--- src/rtl/fp_add_sub_arb_pkg.sv ---
// Shared types and defaults for the fp_add_sub arbiter: tag pipeline stage and unit mode encoding.
package fp_add_sub_arb_pkg;

  localparam int unsigned NUM_REQ_DEF     = 4;
  localparam int unsigned TAG_W_DEF       = 2;
  localparam int unsigned FPU_LATENCY_DEF = 7;

  // Stage tag is sized for the largest supported requester count (8).
  localparam int unsigned TAG_W_MAX = 3;

  localparam logic FPU_MODE_ADD = 1'b1;
  localparam logic FPU_MODE_SUB = 1'b0;

  typedef struct packed {
    logic                 valid;
    logic [TAG_W_MAX-1:0] tag;
  } tag_stage_t;

  function automatic logic fpu_mode(input logic sub);
    return sub ? FPU_MODE_SUB : FPU_MODE_ADD;
  endfunction

endpackage

--- src/rtl/fp_add_sub_rr_arbiter.sv ---
// Combinational round-robin picker: first asserted request at or after prio_ptr, wrapping.
module fp_add_sub_rr_arbiter #(
  parameter int unsigned NUM_REQ = 4,
  parameter int unsigned TAG_W   = 2
) (
  input  logic [NUM_REQ-1:0] req,
  input  logic [TAG_W-1:0]   prio_ptr,
  output logic [NUM_REQ-1:0] grant,
  output logic [TAG_W-1:0]   grant_idx
);

  logic [TAG_W:0]   sum;
  logic [TAG_W-1:0] idx;
  logic             found;

  always_comb begin
    grant     = '0;
    grant_idx = '0;
    found     = 1'b0;
    sum       = '0;
    idx       = '0;
    for (int k = 0; k < NUM_REQ; k++) begin
      // prio_ptr < NUM_REQ, so a single conditional subtract wraps the index.
      sum = {1'b0, prio_ptr} + (TAG_W + 1)'(k);
      if (sum >= (TAG_W + 1)'(NUM_REQ)) begin
        sum = sum - (TAG_W + 1)'(NUM_REQ);
      end
      idx = sum[TAG_W-1:0];
      if (!found && req[idx]) begin
        found      = 1'b1;
        grant[idx] = 1'b1;
        grant_idx  = idx;
      end
    end
  end

endmodule

--- src/rtl/fp_add_sub_arbiter.sv ---
// Shares one pipelined fp_add_sub unit among NUM_REQ requesters; a tag pipeline running in
// lockstep with the unit routes each result back to its issuer.
module fp_add_sub_arbiter
  import fp_add_sub_arb_pkg::*;
#(
  parameter int unsigned NUM_REQ     = NUM_REQ_DEF,
  parameter int unsigned FPU_LATENCY = FPU_LATENCY_DEF,
  parameter int unsigned TAG_W       = TAG_W_DEF
) (
  input  logic                  clock,
  input  logic                  aclr,
  input  logic                  clk_en,
  input  logic [NUM_REQ-1:0]    req_valid,
  output logic [NUM_REQ-1:0]    req_ready,
  input  logic [32*NUM_REQ-1:0] req_dataa,
  input  logic [32*NUM_REQ-1:0] req_datab,
  input  logic [NUM_REQ-1:0]    req_sub,
  output logic [31:0]           fpu_dataa,
  output logic [31:0]           fpu_datab,
  output logic                  fpu_add_sub,
  input  logic [31:0]           fpu_result,
  output logic [NUM_REQ-1:0]    rsp_valid,
  output logic [31:0]           rsp_result
);

  logic [TAG_W-1:0]   prio_ptr;
  logic [TAG_W-1:0]   next_ptr;
  logic [NUM_REQ-1:0] grant;
  logic [TAG_W-1:0]   grant_idx;
  logic               handshake;

  logic [31:0] sel_dataa;
  logic [31:0] sel_datab;
  logic        sel_sub;

  tag_stage_t stage0;
  tag_stage_t tag_pipe [FPU_LATENCY];
  tag_stage_t tag_last;

  logic [NUM_REQ-1:0] rsp_onehot;

  fp_add_sub_rr_arbiter #(
    .NUM_REQ (NUM_REQ),
    .TAG_W   (TAG_W)
  ) u_rr (
    .req       (req_valid),
    .prio_ptr  (prio_ptr),
    .grant     (grant),
    .grant_idx (grant_idx)
  );

  // No backpressure from the unit: any enabled, non-reset cycle can accept one op.
  assign req_ready = grant & {NUM_REQ{clk_en & ~aclr}};
  assign handshake = |req_ready;

  assign next_ptr = (grant_idx == TAG_W'(NUM_REQ - 1)) ? '0 : grant_idx + 1'b1;

  always_comb begin
    sel_dataa = '0;
    sel_datab = '0;
    sel_sub   = 1'b0;
    for (int i = 0; i < NUM_REQ; i++) begin
      sel_dataa = sel_dataa | (req_dataa[32*i +: 32] & {32{grant[i]}});
      sel_datab = sel_datab | (req_datab[32*i +: 32] & {32{grant[i]}});
      sel_sub   = sel_sub | (req_sub[i] & grant[i]);
    end
  end

  // Issue stage and round-robin pointer.
  always_ff @(posedge clock or posedge aclr) begin
    if (aclr) begin
      prio_ptr    <= '0;
      fpu_dataa   <= '0;
      fpu_datab   <= '0;
      fpu_add_sub <= FPU_MODE_ADD;
      stage0      <= '0;
    end else if (clk_en) begin
      if (handshake) begin
        prio_ptr     <= next_ptr;
        fpu_dataa    <= sel_dataa;
        fpu_datab    <= sel_datab;
        fpu_add_sub  <= fpu_mode(sel_sub);
        stage0.valid <= 1'b1;
        stage0.tag   <= TAG_W_MAX'(grant_idx);
      end else begin
        stage0.valid <= 1'b0;
      end
    end
  end

  // Tag pipeline: tag_pipe[FPU_LATENCY-1] lines up with fpu_result.
  always_ff @(posedge clock or posedge aclr) begin
    if (aclr) begin
      for (int k = 0; k < FPU_LATENCY; k++) begin
        tag_pipe[k] <= '0;
      end
    end else if (clk_en) begin
      tag_pipe[0] <= stage0;
      for (int k = 1; k < FPU_LATENCY; k++) begin
        tag_pipe[k] <= tag_pipe[k-1];
      end
    end
  end

  assign tag_last = tag_pipe[FPU_LATENCY-1];

  always_comb begin
    rsp_onehot = '0;
    for (int i = 0; i < NUM_REQ; i++) begin
      rsp_onehot[i] = tag_last.valid && (tag_last.tag == TAG_W_MAX'(i));
    end
  end

  always_ff @(posedge clock or posedge aclr) begin
    if (aclr) begin
      rsp_valid  <= '0;
      rsp_result <= '0;
    end else if (clk_en) begin
      rsp_valid  <= rsp_onehot;
      rsp_result <= fpu_result;
    end
  end

endmodule
--- config.mk ---
export PLATFORM = sky130hd
export DESIGN_NAME = fp_add_sub_arbiter
export DESIGN_NICKNAME = d
export VERILOG_FILES = /design/src/rtl/fp_add_sub_arb_pkg.sv /design/src/rtl/fp_add_sub_rr_arbiter.sv /design/src/rtl/fp_add_sub_arbiter.sv
export SDC_FILE = /design/constraint.sdc
export NUM_CORES = 1
export LEC_CHECK = 0
export CAP_MARGIN = 20
export CORE_ASPECT_RATIO = 0.5
export CORE_MARGIN = 3
export CORE_UTILIZATION = 43
export CTS_BUF_LIST = sky130_fd_sc_hd__clkbuf_4 sky130_fd_sc_hd__clkbuf_8
export CTS_CLUSTER_SIZE = 8
export DETAILED_ROUTE_END_ITERATION = 6
export PLACE_DENSITY = 0.81
export SYNTH_ARGS = -nofsm -noshare
export SYNTH_HDL_FRONTEND = slang
export SYNTH_SLANG_ARGS = --single-unit
--- constraint.sdc ---
create_clock -name clock -period 10.3 [get_ports clock]
set_input_delay 3.09 -clock clock [delete_from_list [all_inputs] [get_ports clock]]
set_output_delay 3.09 -clock clock [all_outputs]
set_load 0.02 [all_outputs]
==> impl_metrics.toml, run 1 <==
[synth]
synth_cell_type_count = 45
yosysWarnings = 0
synth_nets = 1256
synth-seq-cells = 127
synth_top_family_by_area = "compound AO/OA/AOI/OAI gates"
ys_seq_area_share_pct = 38.1
mappedNetlistArea_um2 = 8340
synth_compound_area_share_pct = 24.8
avgSynthCellArea_um2 = 8.77
synthArstFlopShare_pct = 100
synth_ff_type = "dfrtp_1"
synth_cells = 951
synth_fa_ha_area_share_pct = 0.900
synth_xor_area_share_pct = 0.105
synth_edf_count = 0
synthMuxAreaShare_pct = 16.7
synth-simple-area-share_pct = 2.64

[floorplan]
start_util_pct = 44.6
core_area_um2 = 18700
fp-row-count = 35
die-area_um2 = 21200
die_h_um = 104
die_w_um = 203
io_pins = 404

[route]
drc = 0
num_vias = 9138
wl_mm = 33.4
ant_nets = 0
drt_first_pass_iters = 7
post_drt_via_cell_ratio = 5.80
post_drt_wl_per_cell_um = 21.2
drt_iter0_drc = 904

[global_routing]
grt_usage_pct = 30.3
grt_max_degree = 70
grt_first_pass_wirelength_mm = 50.7
antenna_found_initial = 2
grt_pass1_vias = 9190
grt_overflow_total = 0

[setup_path]
critPathLaunchType = "input port"
cp-end-kind = "primary output"
crit_fanout = 13
reg2regPathDepth = 9
reg2reg_slack_ps = 5050
crit_type = "input port to primary output"
r2r-end = "fpu_datab[3]"
cp_data_arrival_time_ps = 6240
crit_required_ps = 7210

[clocking]
cts_setup_buffers = 0
clock-sinks = 127
hold_buffers = 0
htreeDepth = 4
tritoncts = "done"
ctsResizeCount = 0
cts_root_buf = "clkbuf_8"
clk_path_buf_depth = 2
cts_inserted_buffers = 17
clk_pin_slew_ps = 70
clock_latency_ps = 420

[power_and_ir_drop]
irDropWorstVdd_uv = 199
total_leakage_power_nw = 5.77
powerDensity_nw_per_um2 = 250
finalPower_mw = 3.22

[sta]
timing.fmax_mhz = 107
skew_ps = 12.5
slew_violations = 0
hold_violations = 0
slew-limit-headroom_pct = 26.9
setup_tns_ps = 0
setup_viol = 0
period_share_pct = 90.6
period_minus_slack_ps = 9330
rsz0062_at_grt = "no"
tightest_slew_ps = 1070

[cells_and_area]
num-nets-final = 1609
instances_no_fill = 1576
area_growth_pct = 54.0
drive_above_1_share_pct = 9.42
fillerInstances = 1513

[hold_path]
min_path_cells = 1
hp-start = "stage0[3]"
hold_class = "register to register"
min_to = "stage0[3]"

[placed_design]
io_buffers = 403
gp_congestion = 0.958
dp.cells = 1544
dp_hpwl_mm = 23.1

[flow_run]
maxCapViolCount = 0

[run_status]
status = "finished clean"
==> layer usage <==
| metal | vias up | wire [um] | GRT usage (%) |
|---|---|---|---|
| li1 | 4039 | - | - |
| met1 | 4362 | 12700 | 37.8 |
| met2 | 620 | 16000 | 49.8 |
| met3 | 115 | 3260 | 7.78 |
| met4 | 2 | 1450 | 13.0 |
| met5 | - | 13 | 0 |
==> cells in the mapped netlist (all sizes together), types with 4 or more instances <==
cell     count  area share (%)
inv        269              12
a31oi      195              15
dfrtp      126              38
mux2i       70             8.4
clkbuf      68             3.1
a2111oi     67             7.5
mux2        55             7.5
nand2       20            0.90
buf         18             1.6
o21ai        8            0.57
ha           6            0.90
nor2         6            0.27
o2bb2ai      5            0.52
and3         4            0.30
o221a        4            0.54
==> where the power goes <==
part / internal, mW / switching, mW / total (mW)
Sequential: 0.702 / 0.130 / 0.832
Clock: 0.179 / 0.212 / 0.391
Combinational: 0.857 / 1.14 / 1.99
==> critical path, stage by stage <==
cell and delay [ps]:
clkdlybuf4s50_1 750, or3b_1 450, a2111oi_4 810, o21ai_4 70
and3_1 270, nor2_1 140, clkdlybuf4s50_1 650
==> worst max-delay path by stage <==
stage,from,to,slack (ps),depth (start not counted)
2_1_floorplan,aclr,req_ready[0],470,3
3_3_place_gp,req_valid[3],req_ready[3],1130,7
3_5_place_dp,req_valid[3],req_ready[3],1000,7
4_1_cts,req_valid[3],req_ready[3],1000,7
5_1_grt,req_valid[3],req_ready[3],820,7
6_report,req_valid[3],req_ready[3],970,7
==> cells by family after synthesis <==
family | Yosys count
buffers and inverters | 355
AOI/OAI and AO/OA | 289
muxes | 128
DFF | 127
and+or+nand+nor | 45
adders and majority gates | 6
xor gates and xnor gates | 1
==> state kept, by name (all words and copies together), names as in the netlist, named ones only <==
name	flops
rsp_valid	4
fpu_dataa	32
tag_last	3
prio_ptr	1
stage0	3
fpu_add_sub	1
rsp_result	32
fpu_datab	32
tag_pipe	18
==> cell type report <==
type / instances / area [um2] / share of cell area, %
multi-input combinational: 469 / 3820 / 29.7
clock buffer: 19 / 262 / 2.04
sequential: 127 / 3180 / 24.8
inverter: 269 / 1010 / 7.90
clock inverter: 12 / 86.3 / 0.672
antenna: 1 / 2.50 / 0.0195
timing repair buffer: 420 / 4160 / 32.4
tap: 259 / 324 / 2.52
==> per-stage QoR <==
stage               utilization, %  setup WS [ps]  cell area (um2)  hold WS [ps]
finish                        68.7            972            12800           482
global route                  68.7            819            12800           502
CTS                           68.7            997            12800           485
detailed placement            66.8            999            12500           469
global placement              66.8           1130            12500           463
floorplan                        -            467             8340           448
==> cell usage in the layout, fill, tap and decap left out, drive strengths merged, types with 3 or more instances in the layout <==
master | netlist | routed
ha | 6 | 6
nand3 | 3 | 3
clkinv | 0 | 5
o21ai | 8 | 8
clkdlybuf4s50 | 0 | 402
and3 | 4 | 4
buf | 18 | 18
mux2 | 55 | 55
clkinvlp | 0 | 3
o221a | 4 | 4
nor2 | 6 | 6
mux4 | 3 | 3
dfrtp | 126 | 126
inv | 269 | 273
a2111oi | 67 | 67
a31oi | 195 | 195
o31ai | 3 | 3
clkbuf | 68 | 19
o2bb2ai | 5 | 5
mux2i | 70 | 70
nand2 | 20 | 20
No activity file was read; power rests on OpenSTA's default activity.
==> run 2, diff against run 1 <==
--- a/config.mk
+++ b/config.mk
@@ -5,14 +5,15 @@
 export SDC_FILE = /design/constraint.sdc
 export NUM_CORES = 1
 export LEC_CHECK = 0
+export ABC_CLOCK_PERIOD_IN_PS = 11100
 export CAP_MARGIN = 20
 export CORE_ASPECT_RATIO = 0.5
 export CORE_MARGIN = 3
-export CORE_UTILIZATION = 43
+export CORE_UTILIZATION = 45
 export CTS_BUF_LIST = sky130_fd_sc_hd__clkbuf_4 sky130_fd_sc_hd__clkbuf_8
 export CTS_CLUSTER_SIZE = 8
 export DETAILED_ROUTE_END_ITERATION = 6
-export PLACE_DENSITY = 0.81
+export PLACE_DENSITY = 0.85
 export SYNTH_ARGS = -nofsm -noshare
 export SYNTH_HDL_FRONTEND = slang
 export SYNTH_SLANG_ARGS = --single-unit
==> constraint.sdc (replaced) <==
create_clock -name clock -period 11.1 [get_ports clock]
set_input_delay 3.33 -clock clock [delete_from_list [all_inputs] [get_ports clock]]
set_output_delay 3.33 -clock clock [all_outputs]
set_load 0.02 [all_outputs]
==> run 2 against run 1 <==
Sequential power down 6.9%. Hold slack gained 2.9 ps. Worst setup slack better by 410 ps. Wire length increased by 2.2%. Critical path type unchanged. Clock skew shrank 2.6 ps. Via count fell by 2.0%. Highest routed layer unchanged.
==> impl_metrics.toml, run 2 (synthesis gave the netlist of run 1 again) <==
[global_routing]
grt_first_pass_wirelength_mm = 50.9
antenna_found_initial = 5
grt_pass1_vias = 8881
grt_max_degree = 70
grt_overflow_total = 0
grt_usage_pct = 32.4

[sta]
setup_viol = 0
slew_violations = 0
timing.fmax_mhz = 103
rsz0062_at_grt = "no"
slew-limit-headroom_pct = 28.8
setup_tns_ps = 0
skew_ps = 9.91
tightest_slew_ps = 1070
timing.final.ws_setup_ps = 1380
period_minus_slack_ps = 9720
period_share_pct = 87.6
hold_violations = 0

[cells_and_area]
num-nets-final = 1608
area_growth_pct = 54.3
drive_above_1_share_pct = 9.35
final_cell_mix = "402 x clkdlybuf4s50_1, 268 x inv_1, 195 x a31oi_1"
fillerInstances = 1360
final_area_um2 = 12900
final_common_cell = "clkdlybuf4s50_1"
top_regs = "fpu_dataa: 32 flops, fpu_datab: 32 flops, rsp_result: 32 flops"

[hold_path]
hold_class = "register to register"

[flow_run]
maxCapViolCount = 0

[clocking]
htreeDepth = 4
ctsResizeCount = 0
clk_path_buf_depth = 2
clk_pin_slew_ps = 80
hold_buffers = 0
tritoncts = "done"
cts_inserted_buffers = 17
cts_root_buf = "clkbuf_8"
cts_setup_buffers = 0
clock_latency_ps = 440
clock-sinks = 127

[run_status]
status = "finished clean"

[route]
drc = 0
drt_first_pass_iters = 5
ant_nets = 0
post_drt_via_cell_ratio = 5.77
num_vias = 8959
drt_iter0_drc = 894
post_drt_wl_per_cell_um = 22.0
wl_mm = 34.2

[setup_path]
critPathLaunchType = "input port"
cp_data_arrival_time_ps = 6390
crit_required_ps = 7770
cp-end-kind = "primary output"
crit_fanout = 13
crit_type = "input port to primary output"

[floorplan]
die_w_um = 199
fp-row-count = 34
core_area_um2 = 17800
io_pins = 404
die_h_um = 102
die-area_um2 = 20300
start_util_pct = 46.9

[placed_design]
gp_congestion = 1.02
place_ws_ps = 1390
place_area_um2 = 12400
io_buffers = 403
dp_hpwl_mm = 23.9

[power_and_ir_drop]
powerDensity_nw_per_um2 = 237
irDropWorstVdd_uv = 209
total_leakage_power_nw = 5.80
run 2: cell types whose count changed in the layout (fill, tap and decap cells not counted), sizes merged:
| cell | previous run | this run |
|---|---|---|
| diode | 1 | 3 |
| bufinv | 0 | 3 |
| buf | 18 | 17 |
| inv | 273 | 275 |
| clkinvlp | 3 | 0 |
| clkbuf | 19 | 17 |
run 2: report_power, final:
part           switching, mW  internal (mW)
combinational           1.04          0.796
sequential             0.124          0.652
clock                  0.203          0.225
run 2: area by class of cell:
class | instances | area [um2] | share of cell area (%)
clock inverters | 14 | 179 | 1.39
diodes | 3 | 7.51 | 0.0583
multi-input cells | 469 | 3810 | 29.6
repair buffers | 419 | 4150 | 32.2
clock buffers | 17 | 234 | 1.82
inverters | 269 | 1010 | 7.89
flip-flops and latches | 127 | 3180 | 24.7
well taps | 234 | 293 | 2.28
run 2: worst paths after layout:
| kind | startpoint | to | slack [ps] | cells past startpoint |
|---|---|---|---|---|
| hold / removal | stage0[3] | stage0[3] | 490 | 1 |
| hold reg to reg | stage0[3] | stage0[3] | 490 | 1 |
| min in group asynchronous | aclr | rsp_result[21] | 3340 | 2 |
| max in group asynchronous | aclr | fpu_datab[29] | 6480 | 3 |
| setup reg to reg | register | fpu_dataa[0] | 6030 | 9 |
| setup / recovery | req_valid[3] | req_ready[2] | 1380 | 7 |
run 2: through the flow:
| stage | total power, mW | hold WS, ps | utilization, % | instances |
|---|---|---|---|---|
| finish | 3.05 | 485 | 72.4 | 1552 |
| detailed placement | 2.60 | 469 | 70.0 | 1518 |
| CTS | 3.04 | 488 | 72.3 | 1549 |
| global route | 3.22 | 516 | 72.4 | 1552 |
| floorplan | 1.88 | 448 | - | 951 |
| global placement | 2.55 | 464 | 70.0 | 1518 |
run 2: critical path, stage by stage:
cell and delay [ps]:
clkdlybuf4s50_1 750, or3b_1 440, a2111oi_4 750, o21ai_2 100, and3_1 270, nor2_1 130, clkdlybuf4s50_1 620
run 2: per-layer routing:
metal | share of wire, % | vias to the layer above | wire length (um) | global-route usage (%)
li1 | - | 4052 | - | -
met1 | 39 | 4312 | 13300 | 40.6
met2 | 49 | 494 | 16800 | 54.5
met3 | 8.3 | 97 | 2840 | 7.91
met4 | 3.5 | 4 | 1200 | 13.6
met5 | 0.079 | - | 27 | 0
==> run 3, diff against run 2 <==
--- a/config.mk
+++ b/config.mk
@@ -6,14 +6,13 @@
 export NUM_CORES = 1
 export LEC_CHECK = 0
 export ABC_CLOCK_PERIOD_IN_PS = 11100
-export CAP_MARGIN = 20
-export CORE_ASPECT_RATIO = 0.5
-export CORE_MARGIN = 3
-export CORE_UTILIZATION = 45
+export CORE_AREA = 3 3 155 157
 export CTS_BUF_LIST = sky130_fd_sc_hd__clkbuf_4 sky130_fd_sc_hd__clkbuf_8
 export CTS_CLUSTER_SIZE = 8
 export DETAILED_ROUTE_END_ITERATION = 6
-export PLACE_DENSITY = 0.85
+export DIE_AREA = 0 0 158 160
+export PLACE_DENSITY = 0.62
 export SYNTH_ARGS = -nofsm -noshare
 export SYNTH_HDL_FRONTEND = slang
+export SYNTH_HIERARCHICAL = 1
 export SYNTH_SLANG_ARGS = --single-unit
==> run 3 against run 2 <==
Total power fell by 3.8%. Final cell count down 20%. Non-clock buffer count down 7. Global-route usage down 13 points. Sequential power shrank 4.6%. Clock-buffer cell count up 1. Sequential share of layout area rose by 3.7 points.
==> impl_metrics.toml, run 3 <==
[synth]
synth_cells = 552
ys_seq_area_share_pct = 48.7
synth.most_common_cell = "a22oi_1"
netlist_top_cells_area = "dfrtp_1 48%, mux2_2 18%, a22oi_1 16%"
synth_common_cells = "136 x a22oi_1, 126 x dfrtp_1, 102 x mux2_2"
synth_cell_type_count = 33
yosysWarnings = 6
synthArstFlopShare_pct = 100
synth-seq-cells = 127
synth_ff_type = "dfrtp_1"
synth_edf_count = 0
synth_nets = 857
synth_top_area_cell = "dfrtp_1"
avgSynthCellArea_um2 = 11.8
mappedNetlistArea_um2 = 6540
yosysTopAreaCellShare_pct = 48.2

[route]
post_drt_wl_per_cell_um = 20.7
num_vias = 6170
drt_first_pass_iters = 5
drc = 0
drt_iter0_drc = 367
wl_mm = 25.6
ant_nets = 0
post_drt_via_cell_ratio = 4.99

[sta]
hold-worst-slack_ps = 482
hold_violations = 0
setup_viol = 0
tightest_slew_ps = 864
period_minus_slack_ps = 9430
rsz0062_at_grt = "no"
timing.fmax_mhz = 106
slew-limit-headroom_pct = 42.4
period_share_pct = 84.9
timing.final.ws_setup_ps = 1670
skew_ps = 9.43
setup_tns_ps = 0
slew_violations = 0

[placed_design]
dp_hpwl_mm = 18.9
gp_congestion = 0.898
io_buffers = 403
dp.cells = 1204
place_area_um2 = 10800
place_ws_ps = 1710

[cells_and_area]
top_regs = "fpu_dataa: 32 flops, fpu_datab: 32 flops, rsp_result: 32 flops"
area_growth_pct = 71.4
drive_above_1_share_pct = 16.6
fillerInstances = 2082
final_cell_mix = "402 x clkdlybuf4s50_1, 136 x a22oi_1, 126 x dfrtp_1"
final_common_cell = "clkdlybuf4s50_1"
final_area_um2 = 11200
instances_no_fill = 1236
num-nets-final = 1243
utilization_pct = 49.5
diodes = 0

[clocking]
htreeDepth = 4
clock_latency_ps = 430
cts_setup_buffers = 0
ctsResizeCount = 0
cts_root_buf = "clkbuf_8"
clock-sinks = 127
tritoncts = "done"
cts_inserted_buffers = 17
clk_path_buf_depth = 2
hold_buffers = 0
clk_pin_slew_ps = 70

[setup_path]
timing.rr.start = "prio_ptr[0]"
r2r-end = "fpu_datab[23]"
crit_fanout = 12
critPathLaunchType = "input port"
reg2regPathDepth = 11
reg2reg_slack_ps = 6640
crit_path_end = "req_ready[0]"
cp_data_arrival_time_ps = 6100
crit_required_ps = 7770
startpoint = "req_valid[3]"
cp-end-kind = "primary output"
crit_type = "input port to primary output"

[global_routing]
grt_first_pass_wirelength_mm = 37.5
grt_pass1_vias = 6375
grt_max_degree = 83
antenna_found_initial = 1
grt_overflow_total = 0
grt_usage_pct = 19.3

[run_status]
status = "finished clean"

[flow_run]
maxCapViolCount = 0

[power_and_ir_drop]
total_leakage_power_nw = 4.63
powerDensity_nw_per_um2 = 262
irDropWorstVdd_uv = 197
finalPower_mw = 2.93

[floorplan]
fp-row-count = 55
core_area_um2 = 22600
die_w_um = 158
io_pins = 404
die-area_um2 = 25300
die_h_um = 160
start_util_pct = 28.9

[hold_path]
hold_class = "register to register"
-- run 3: changes by cell type after synthesis, moves of 4 or more --
cell       change
o221a_2        -4
a31oi_1      -195
clkbuf_1      -53
buf_2          +5
inv_1        -265
mux2_1        +20
a22oi_1      +136
buf_1          +9
mux2i_1       -69
a2111oi_0     -65
nand2_1       +46
mux2_2        +48
-- run 3: final cells by class --
class / count / area [um2] / area share (%)
clock buffer: 18 / 241 / 2.16
clock inverter: 14 / 155 / 1.39
inverter: 5 / 23.8 / 0.212
multi-input combinational: 375 / 3150 / 28.1
sequential: 127 / 3180 / 28.4
tap: 285 / 357 / 3.18
timing repair buffer: 412 / 4100 / 36.6
-- run 3: report_power, final --
part	leakage, nW	internal, mW	total [mW]	switching (mW)
sequential	1.56	0.643	0.739	0.0958
combinational	2.87	0.815	1.78	0.969
clock	0.204	0.206	0.407	0.201
total	4.63	1.66	2.93	1.27
-- run 3: worst min-delay path by stage --
| stage | startpoint | to | slack [ps] | depth (start not counted) |
|---|---|---|---|---|
| after floorplan | stage0[3] | stage0[3] | 450 | 1 |
| after global placement | stage0[3] | stage0[3] | 460 | 1 |
| after detailed placement | stage0[3] | stage0[3] | 470 | 1 |
| after CTS | stage0[3] | stage0[3] | 480 | 1 |
| after global routing | fpu_dataa[19] | fpu_dataa[19] | 500 | 1 |
| final | stage0[3] | stage0[3] | 480 | 1 |
-- run 3: cell families (layout without fill, tap and decap cells) --
family                     Yosys count  count (layout)  share of synthesized area [%]
AOI/OAI and AO/OA                  155             155                           17.7
muxes                              127             127                           22.6
DFF                                127             127                           48.7
and+or+nand+nor                     87              87                           6.11
buffers and inverters               50             449                           3.85
adders and majority gates            6               6                           1.15
-- run 3: per-layer routing --
metal / track usage (%) / vias up / wire, um
met5: 0 / - / 11
met4: 4.73 / 2 / 414
met3: 6.94 / 23 / 2350
met2: 32.3 / 280 / 12400
met1: 23.7 / 3000 / 10400
li1: - / 2865 / -
-- run 3: worst max-delay path: stages --
cell	delay (ps)
clkdlybuf4s50_1	500
mux4_2	720
nor4b_4	450
a22oi_1	180
o21ai_4	120
and3_1	180
clkdlybuf4s50_1	610
